**src/rtl/wash_sequencer.sv**
```systemverilog
// Washing-cycle controller: steps fill -> wash -> drain -> spin -> done on a 1 Hz tick and
// drives the remaining-time / water-level values for the display stage. Optional macro: WASH_TICK_GEN_EN.
module wash_sequencer #(
    parameter int WAT_MAX  = 10,
    parameter int WASH_T   = 15,
    parameter int SPIN_T   = 8,
    parameter int BUZZ_T   = 3,
    parameter int TICK_DIV = 50000000
) (
    input  logic       clk,
    input  logic       uRst_,
    input  logic       uTick,
    input  logic       uStart,
    input  logic       uStop,
    input  logic       uPause,
    output logic [5:0] yTot,
    output logic [5:0] yCur,
    output logic [5:0] yWat,
    output logic [2:0] yState,
    output logic       yBuzz
);

    typedef enum logic [2:0] {
        IDLE  = 3'd0,
        FILL  = 3'd1,
        WASH  = 3'd2,
        DRAIN = 3'd3,
        SPIN  = 3'd4,
        DONE  = 3'd5
    } state_t;

    localparam logic [5:0] T0       = 6'(2 * WAT_MAX + WASH_T + SPIN_T);
    localparam logic [5:0] WAT_FULL = 6'(WAT_MAX);
    localparam logic [5:0] WASH_LEN = 6'(WASH_T);
    localparam logic [5:0] SPIN_LEN = 6'(SPIN_T);
    localparam logic [5:0] BUZZ_LEN = 6'(BUZZ_T);
    localparam logic [5:0] ONE      = 6'd1;

    state_t     state;
    logic [5:0] buzzCnt;
    logic       tick;
    logic       startAct;
    logic       stopAct;
    logic       effTick;

`ifdef WASH_TICK_GEN_EN
    localparam int DIV_W = (TICK_DIV > 1) ? $clog2(TICK_DIV) : 1;
    localparam logic [DIV_W-1:0] DIV_LAST = DIV_W'(TICK_DIV - 1);

    logic [DIV_W-1:0] preCnt;
    logic             unusedTick;

    // Restarting the prescaler on uStart makes the first FILL second a full second long.
    always_ff @(posedge clk or negedge uRst_) begin
        if (!uRst_) begin
            preCnt <= '0;
        end else if (uStart || preCnt == DIV_LAST) begin
            preCnt <= '0;
        end else begin
            preCnt <= preCnt + DIV_W'(1);
        end
    end

    assign tick       = (preCnt == DIV_LAST);
    assign unusedTick = uTick;
`else
    logic unusedTickDiv;

    assign tick          = uTick;
    assign unusedTickDiv = ^32'(TICK_DIV);
`endif

    assign startAct = uStart && (state == IDLE || state == DONE);
    assign stopAct  = uStop && (state == FILL || state == WASH);
    // A tick that coincides with an honoured start/stop is swallowed by that action.
    assign effTick  = tick && !uPause && !startAct && !stopAct;
    assign yState   = state;

    always_ff @(posedge clk or negedge uRst_) begin
        if (!uRst_) begin
            state   <= IDLE;
            yTot    <= T0;
            yCur    <= '0;
            yWat    <= '0;
            yBuzz   <= 1'b0;
            buzzCnt <= '0;
        end else if (startAct) begin
            state   <= FILL;
            yTot    <= T0;
            yCur    <= WAT_FULL;
            yWat    <= '0;
            yBuzz   <= 1'b0;
            buzzCnt <= '0;
        end else if (stopAct) begin
            if (yWat == '0) begin
                state <= SPIN;
                yCur  <= SPIN_LEN;
                yTot  <= SPIN_LEN;
            end else begin
                state <= DRAIN;
                yCur  <= yWat;
                yTot  <= yWat + SPIN_LEN;
            end
        end else if (effTick) begin
            case (state)
                FILL, WASH, DRAIN, SPIN: begin
                    yTot <= yTot - ONE;
                    if (yCur != ONE) begin
                        yCur <= yCur - ONE;
                        if (state == FILL) begin
                            yWat <= yWat + ONE;
                        end else if (state == DRAIN) begin
                            yWat <= yWat - ONE;
                        end
                    end else begin
                        // Next stage duration loads on the same edge, so yCur never shows 0 mid-cycle.
                        case (state)
                            FILL: begin
                                state <= WASH;
                                yCur  <= WASH_LEN;
                                yWat  <= WAT_FULL;
                            end
                            WASH: begin
                                state <= DRAIN;
                                yCur  <= WAT_FULL;
                            end
                            DRAIN: begin
                                state <= SPIN;
                                yCur  <= SPIN_LEN;
                                yWat  <= '0;
                            end
                            default: begin
                                state   <= DONE;
                                yTot    <= '0;
                                yCur    <= '0;
                                yBuzz   <= 1'b1;
                                buzzCnt <= BUZZ_LEN;
                            end
                        endcase
                    end
                end
                DONE: begin
                    buzzCnt <= buzzCnt - ONE;
                    if (buzzCnt == ONE) begin
                        state <= IDLE;
                        yBuzz <= 1'b0;
                        yTot  <= T0;
                    end
                end
                default: begin
                end
            endcase
        end
    end

endmodule

```
**config.mk**
```make
export PLATFORM = sky130hd
export DESIGN_NAME = wash_sequencer
export DESIGN_NICKNAME = d
export VERILOG_FILES = /design/src/rtl/wash_sequencer.sv
export SDC_FILE = /design/constraint.sdc
export NUM_CORES = 1
export LEC_CHECK = 0
export CORE_UTILIZATION = 56
export DETAILED_ROUTE_END_ITERATION = 16
export PLACE_DENSITY = 0.8
export RECOVER_POWER = 25
export SLEW_MARGIN = 10
export SYNTH_ARGS = -nofsm -noshare
export SYNTH_HDL_FRONTEND = slang
export SYNTH_SLANG_ARGS = --single-unit
```
**constraint.sdc**
```tcl
create_clock -name clk -period 2.9 [get_ports clk]
set_input_delay 0.725 -clock clk [delete_from_list [all_inputs] [get_ports clk]]
set_output_delay 0.725 -clock clk [all_outputs]
set_load 0.05 [all_outputs]
```
### Yosys cells after proc, flatten, opt, wreduce, memory -nomap -nowiden

Cells that the tools add are included.

* register bits after elaboration: 28
* bits of input ports: 6
* output and inout port bits: 22
* word-level logic and storage cells: 96

* add/subtract/negate cells: 6
* equal/unequal tests: 13
* multiplexer cells: 44
* reductions and logical operators: 27

Operator list (count)
* two-way mux 6 bit: 25
* one-hot mux 6 bit (2 select lines): 3
* subtractor 6 x 1 -> 6 bit (second input constant): 4
* two-way mux 3 bit: 6
* one-hot mux 4 bit (3 select lines): 1
* nonzero test 3 bit: 4
* one-hot mux 3 bit (3 select lines): 1
* AND reduction 4 bit: 2
* adder 6 x 1 -> 6 bit (second input constant): 1
* adder 6 x 4 -> 6 bit (second input constant): 1
* == test 3 x 2 -> 1 bit (second input constant): 2
* == test 3 bit (second input constant): 2
* == test 6 x 1 -> 1 bit (second input constant): 1
* logical NOT 6 bit: 1
* two-way mux 1 bit: 6
* inequality test 3 bit (second input constant): 2
* inequality test 6 x 1 -> 1 bit (second input constant): 1
* one-hot mux 3 bit (2 select lines): 1
* AND reduction 6 bit: 1
* logical AND 1 bit: 5
* AND reduction 5 bit: 1
* inequality test 4 x 3 -> 1 bit (second input constant): 1
* inequality test 4 bit (second input constant): 1
* nonzero test 2 bit: 2
* other kinds (12): 15

### Depth between registers and ports, before layout

Gate-level depths: netlist of run 1.

* word-level depth: 9
* mapped depth: 10

### Worst setup path before layout of run 1

Ideal clock, no wire load.

* path kind: register to register
* from: register state[0] (netlist: yState[0])
* to: register yWat[3]
* arrival: 2.657 ns
* slack: 0.165 ns
* stages on the path, launching flop included: 10
* buffers on the path: 2
* cells stage by stage: dfrtp_1 > buf_2 > or3b_1 > clkbuf_1 > ha_1 > a211oi_1 > nor2_1 > o21ai_0 > or3b_1 > a21oi_1

* longest elaborated chain between the ends: 8

Ends and longest elaborated chain
* start, declared: RTL line 39 `state_t state;`
* start signal, assigned: RTL line 81 `state <= IDLE;`
* start signal, assigned: RTL line 88 `state <= FILL;`
* start signal, assigned: RTL line 96 `state <= SPIN;`
* parallel branches: the longest is 8 deep, another holds one-hot mux 6 bit (2 select lines)
* end signal, assigned: RTL line 111 `yWat <= yWat + ONE;`
* end signal, assigned: RTL line 113 `yWat <= yWat - ONE;`
* end, declared: RTL line 18 `output logic [5:0] yWat,`

Parallel ways; which one is timed is not known. The select of a mux whose other input is x is not followed.
A chain may end at the register's enable or synchronous reset.

### Final worst setup path of run 1

* from: register state[2] (netlist: yState[2])
* to: output yState[2]

RTL lines
* end, declared: RTL line 19 `output logic [2:0] yState,`

No word-level cell between the ends.

==> metrics.txt, run 1 <==
status=finished, violations left; failing checks=max-capacitance violations, max-slew violations; area grow syn2layout=17.61%; final setup violation count=0; CTS tree=done; vias in the first global route=2001; Chip Width=65.82 µm; worst reg2reg setup slack=0.55 ns; Critical Path Fanout Max=22; CTS H-Tree Depth=1; Max Clock Skew=0.003537 ns; Worst Path Buf+Inv=2; reg2reg end=yWat[4]; Post-Syn Nets=289; WHS Endpoint=yBuzz; largest net degree at the start of global routing=29; slew margin rel.=-8.425%; DRC=0; Die Ht=65.82 µm; Post-synth EDFFs=0; RSZ-0062 raised after global routing=false; Pre-antenna DRT Iters=5; GRT Util Overall=27.81%; CP delay by family, top=buffers and inverters; Final Hold Viols=0; Synth Cell Area=2281 µm²; cts repair resizes=0; max-cap violations=1; Post-CTS Setup Bufs=0; WL/cell=15.80 µm; first-pass GRT wire length=9287 µm; Slew Viols, Final=29; CTS root buf=clkbuf_8; Core Region=3771 µm²; CTS sink cnt=28; drt via density=6.380; initial antenna violation count=0; WP data arrival=1.73 ns; routed vias=2214; DR iter-0 viols=184; CP max stage delay=0.85 ns; Max clock buf depth=2; Filler Cells Inserted=319; Main synth FF type=dfrtp_1; synth warn=0; CP required=2.17 ns; HPWL after DPL=4017 µm; start point of the critical path=yState[2]; CP Cell Sequence=buf_4 > clkdlybuf4s50_1; RR Startpoint=yState[1]; min-delay worst type=reg2reg; grt ovf=0; Final min period=2.453 ns; sequential share of the synthesized area=30.94%; layout cells sized above 1=10.03%; crit path kind=reg2out; R2R depth=7; fmax=407.7 MHz; DRT Wirelength=5482 µm; CP max-delay cell=clkdlybuf4s50_1; Synth top area share=26.33%; cts bufs inserted=3; row count=22; asr flop ratio synth=100.0%; actual slew at the worst max-slew pin=1.626 ns; # diodes=0; Synth cell types=66; Starting Density=60.48%; Final Worst Setup Slack=0.4469 ns; Syn Inst Count=272; synth top area cells=dfrtp_1, ha_1, dfstp_2; DP Worst Slack=0.1865 ns; Worst-path clk slew=0.10 ns; post-route antenna net violation count=0; area of the die=4332 µm²; Hold Path Cell Cnt=1; Clock Latency Late Sink=0.27 ns; Hold Crit Start=yBuzz; IO Pins=28; gpl congestion=0.8511; Startpoint Class=flip-flop; CTS Hold Bufs=0; cell taking the most area after synthesis=dfrtp_1; Final Cycle Share=84.59%; register bit total from synthesis=28; PortBufs=27; nets@finish=317; syn_area_per_cell=8.386 µm²; Critical Path End Type=output pin; setup TNS=0 ns
cells by family after synthesis:
family / synth area share [%]
AO/OA/AOI/OAI: 27.04
AND/OR/NAND/NOR: 25.29
multiplexers: 1.920
flip-flops: 30.94
adder cells (fa/ha/maj): 6.802
XOR/XNOR: 2.304
buffers and inverters: 5.705
synthesized netlist by cell type (all sizes together) (5+ instances only):
| library cell | number |
|---|---|
| a211oi | 6 |
| a21oi | 15 |
| and3 | 5 |
| buf | 6 |
| clkbuf | 10 |
| dfrtp | 24 |
| ha | 10 |
| inv | 16 |
| nand2 | 16 |
| nand3 | 10 |
| nor2 | 25 |
| nor2b | 9 |
| nor3 | 12 |
| o211ai | 5 |
| o21ai | 21 |
stage by stage:
step / instances / area (µm²) / utilization, % / hold WS (ns)
floorplan: 272 / 2281 / - / 0.4294
global route: 347 / 2683 / 71.13 / 0.5337
finish: 347 / 2683 / 71.13 / 0.5018
detailed placement: 343 / 2631 / 69.77 / 0.4849
global placement: 343 / 2631 / 69.77 / 0.4798
CTS: 347 / 2686 / 71.23 / 0.5082
state kept, by name, indices dropped and copies added, names as in the netlist:
name / cells
buzzCnt: 6
yBuzz: 1
yCur: 6
yState: 3
yTot: 6
yWat: 6
cell type report:
cell class | count | area (µm²) | area share (%)
multi-input cells | 212 | 1445 | 53.87
flip-flops and latches | 28 | 705.7 | 26.31
repair buffers | 39 | 356.6 | 13.29
inverters | 16 | 60.06 | 2.239
well taps | 48 | 60.06 | 2.239
clock buffers | 4 | 55.05 | 2.052
worst max-delay path by stage:
| stage | slack, ns | cells past startpoint | to |
|---|---|---|---|
| 2_1_floorplan | 0.17 | 9 | yWat[3] |
| 3_3_place_gp | 0.21 | 6 | buzzCnt[2] |
| 3_5_place_dp | 0.19 | 6 | yBuzz |
| 4_1_cts | 0.44 | 2 | yState[1] |
| 5_1_grt | 0.26 | 2 | yState[2] |
| 6_report | 0.45 | 2 | yState[2] |
routing by layer:
metal	wire length, µm	vias to the layer above	part of all wire, %	global-route usage (%)
met3	330	8	6.0	5.172
met5	0	-	0	0
met1	2603	1061	47	40.02
met2	2506	73	46	42.60
met4	42	0	0.77	6.793
li1	-	1072	-	-
placed cells by master (no fill, tap or decap), types with 5 or more instances in the layout:
cell type | synthesis | final
o21ai_1 | 5 | 5
and3_1 | 5 | 5
o211ai_1 | 5 | 5
a21oi_1 | 15 | 15
o21ai_0 | 16 | 16
nand2_1 | 16 | 16
buf_4 | 1 | 11
clkdlybuf4s50_1 | 0 | 26
inv_1 | 16 | 16
nor3_1 | 12 | 12
nand3_1 | 10 | 10
nor2_1 | 25 | 25
ha_1 | 10 | 10
nor2b_1 | 9 | 9
dfrtp_1 | 24 | 24
Power of run 1 is not shown: default switching activity piles up to over one toggle a cycle in this logic, so the estimate is an artifact.
==> inputs of run 2 (changes only) <==
Settings changed: CORE_UTILIZATION 56 to 51, PLACE_DENSITY 0.8 to 0.77.
Clock period 2.9 ns to 2.1 ns, I/O delays scaled along.
==> run 2 against run 1 <==
  * First-iteration DRC count is 9.8% higher
  * Worst setup slack lost 0.47 ns
  * Register-to-register slack worse by 0.58 ns
  * Routed wire length rose by 19%
  * Clock skew about the same
  * Sequential cell count stayed put
  * Critical path depth rose by 5
  * The run ends with negative setup slack left
  * Core utilization grew 3.0 points
  * Via count up 9.8%
  * Cell area grew 15%
==> metrics.txt, run 2 (synthesis results as in run 1) <==
status=finished, violations left (unchanged); failing checks=negative setup slack (was max-capacitance violations, max-slew violations); Flop pwr share=17.9%; Max clock buf depth=2 (unchanged); first-pass GRT wire length=10300 µm (was 9287 µm); Hold Path Cell Cnt=1 (unchanged); Critical Path Fanout Max=7 (was 22); final setup violation count=2 (was 0); VDD IR-drop max=0.001141 V; RSZ-0062 raised after global routing=true (was false); CTS tree=done (unchanged); DRC=0 (unchanged); Final min period=2.127 ns; Clock Latency Late Sink=0.28 ns (was 0.27 ns); CTS Hold Bufs=0 (unchanged); leading cell type in the layout, fill and taps excluded=buf_4 (was clkdlybuf4s50_1); Worst Path Buf+Inv=0 (was 2); Final Hold Viols=0 (unchanged); Hold Crit Start=yBuzz (unchanged); CP delay by family, top=simple AND/OR/NAND/NOR gates (was buffers and inverters); Startpoint Class=flip-flop (unchanged); GRT Util Overall=28.88% (was 27.81%); Core Region=4144 µm² (was 3771 µm²); CP max-delay cell=or3b_4 (was clkdlybuf4s50_1); setup TNS=-0.04075 ns (was 0 ns); Net Sw Frac=51.37%; row count=23 (was 22); # diodes=0 (unchanged); crit path kind=reg2reg (was reg2out); cts bufs inserted=3 (unchanged); Worst-path clk slew=0.10 ns (about the same); pwr/cell area=1867 nW/µm²; worst reg2reg setup slack=-0.03 ns (was 0.55 ns); CP Cell Sequence=or3b_4 > ha_4 > a211oi_2 > nor2_2 > o21ai_1 > or3b_4 > a21oi_2 (was buf_4 > clkdlybuf4s50_1); Slew Viols, Final=0 (was 29); nets@finish=357 (was 317); CTS sink cnt=28 (unchanged); WP depth=7 (was 2); WL/cell=16.76 µm (was 15.80 µm); vias in the first global route=2229 (was 2001); drt via density=6.249 (was 6.380); min-delay worst type=reg2reg (unchanged); post-route antenna net violation count=0 (unchanged); CP max stage delay=0.49 ns (was 0.85 ns); Chip Width=68.88 µm (was 65.82 µm); highest-count cells in the layout ignoring fill and taps=buf_4, nor2_1, nand2_1, dfrtp_1, inv_1 (was clkdlybuf4s50_1, nor2_1, dfrtp_1); grt ovf=0 (unchanged); Pre-antenna DRT Iters=5 (unchanged); cell internal pwr=2.789 mW; Clk pwr share=5.5%; Max Clock Skew=0.003826 ns (was 0.003537 ns); WP data arrival=2.34 ns (was 1.73 ns); gpl congestion=0.8542 (was 0.8511); DR iter-0 viols=202 (was 184); DRT Wirelength=6521 µm (was 5482 µm); Starting Density=55.04% (was 60.48%); CTS root buf=clkbuf_8 (unchanged); start point of the critical path=yState[2] (unchanged); HPWL after DPL=4665 µm (was 4017 µm); Leak Pwr=1.378 nW; Final Cycle Share=101.3%; fmax=470.2 MHz; CTS H-Tree Depth=1 (unchanged); Critical Path Sink=yWat[3] (was yState[2]); CP required=2.31 ns (was 2.17 ns); slew margin rel.=50.02% (was -8.425%); area grow syn2layout=34.67% (was 17.61%); Final Worst Setup Slack=-0.02693 ns (was 0.4469 ns); R2R depth=7 (unchanged); PortBufs=27 (unchanged); most frequent CP cell=or3b_4; Die Ht=68.88 µm (was 65.82 µm); layout cells sized above 1=34.22% (was 10.03%); actual slew at the worst max-slew pin=0.7498 ns (was 1.626 ns); largest net degree at the start of global routing=29 (unchanged); Net Sw Power=2.945 mW; area of the die=4744 µm² (was 4332 µm²); routed vias=2431 (was 2214); reg2reg end=yWat[3] (was yWat[4]); max-cap violations=0 (was 1); combinational share of power=76.6%; DP Worst Slack=-0.3931 ns (was 0.1865 ns); IO Pins=28 (unchanged); initial antenna violation count=0 (unchanged); Critical Path End Type=flip-flop (was output pin); RR Startpoint=yState[2] (was yState[1])
-- run 2: how the worst min path moves through the flow --
stage                  to  slack (ns)
4_1_cts             yBuzz        0.51
3_3_place_gp        yBuzz        0.47
5_1_grt           yTot[5]        0.52
2_1_floorplan  buzzCnt[0]        0.23
6_report            yBuzz        0.50
3_5_place_dp        yBuzz        0.48
-- run 2: layout make-up --
| class | count | area [µm²] |
|---|---|---|
| multi-input combinational | 212 | 1569 |
| fill | 325 | 1072 |
| sequential | 28 | 715.7 |
| timing repair buffer | 79 | 619.3 |
| tap | 50 | 62.56 |
| inverter | 16 | 60.06 |
| clock buffer | 4 | 45.04 |
-- run 2: power groups by stage --
stage	logic [mW]	clock network, mW	registers (mW)
detailed placement	4.10	0	1.02
global route	4.74	0.338	1.06
finish	4.39	0.313	1.03
floorplan	2.20	0	1.69
CTS	4.18	0.319	1.02
global placement	4.01	0	1.02
-- run 2: timing repair --
action                     in CTS  in global routing
pin swaps                       4                  5
setup endpoints to repair      15                 17
gates cloned                    0                  0
buffers inserted                1                  3
resized for setup              11                 16
-- run 2: worst register-to-register path, cell delays in order, from the launching register on --
cell      delay [ns]
dfrtp_2         0.42
or3b_4          0.49
ha_4            0.25
a211oi_2        0.20
nor2_2          0.07
o21ai_1         0.10
or3b_4          0.38
a21oi_2         0.14
-- run 2: metal layers --
layer / global-route usage, % / routed length (µm)
met1: 38.65 / 2830
met2: 48.54 / 3154
met3: 2.303 / 366
met4: 9.949 / 169
met5: 0 / 0
-- run 2: per-stage QoR --
stage / util, % / instance area (µm²) / instances / hold WS [ns] / total power, mW
after global routing: 74.12 / 3072 / 389 / 0.5190 / 6.137
after CTS: 72.52 / 3005 / 386 / 0.5079 / 5.519
final: 74.12 / 3072 / 389 / 0.5039 / 5.734
after detailed placement: 70.44 / 2919 / 381 / 0.4844 / 5.122
after global placement: 70.44 / 2919 / 381 / 0.4744 / 5.029
after floorplan: - / 2372 / 272 / 0.2294 / 3.891
Power figures use the tool's default switching activity.
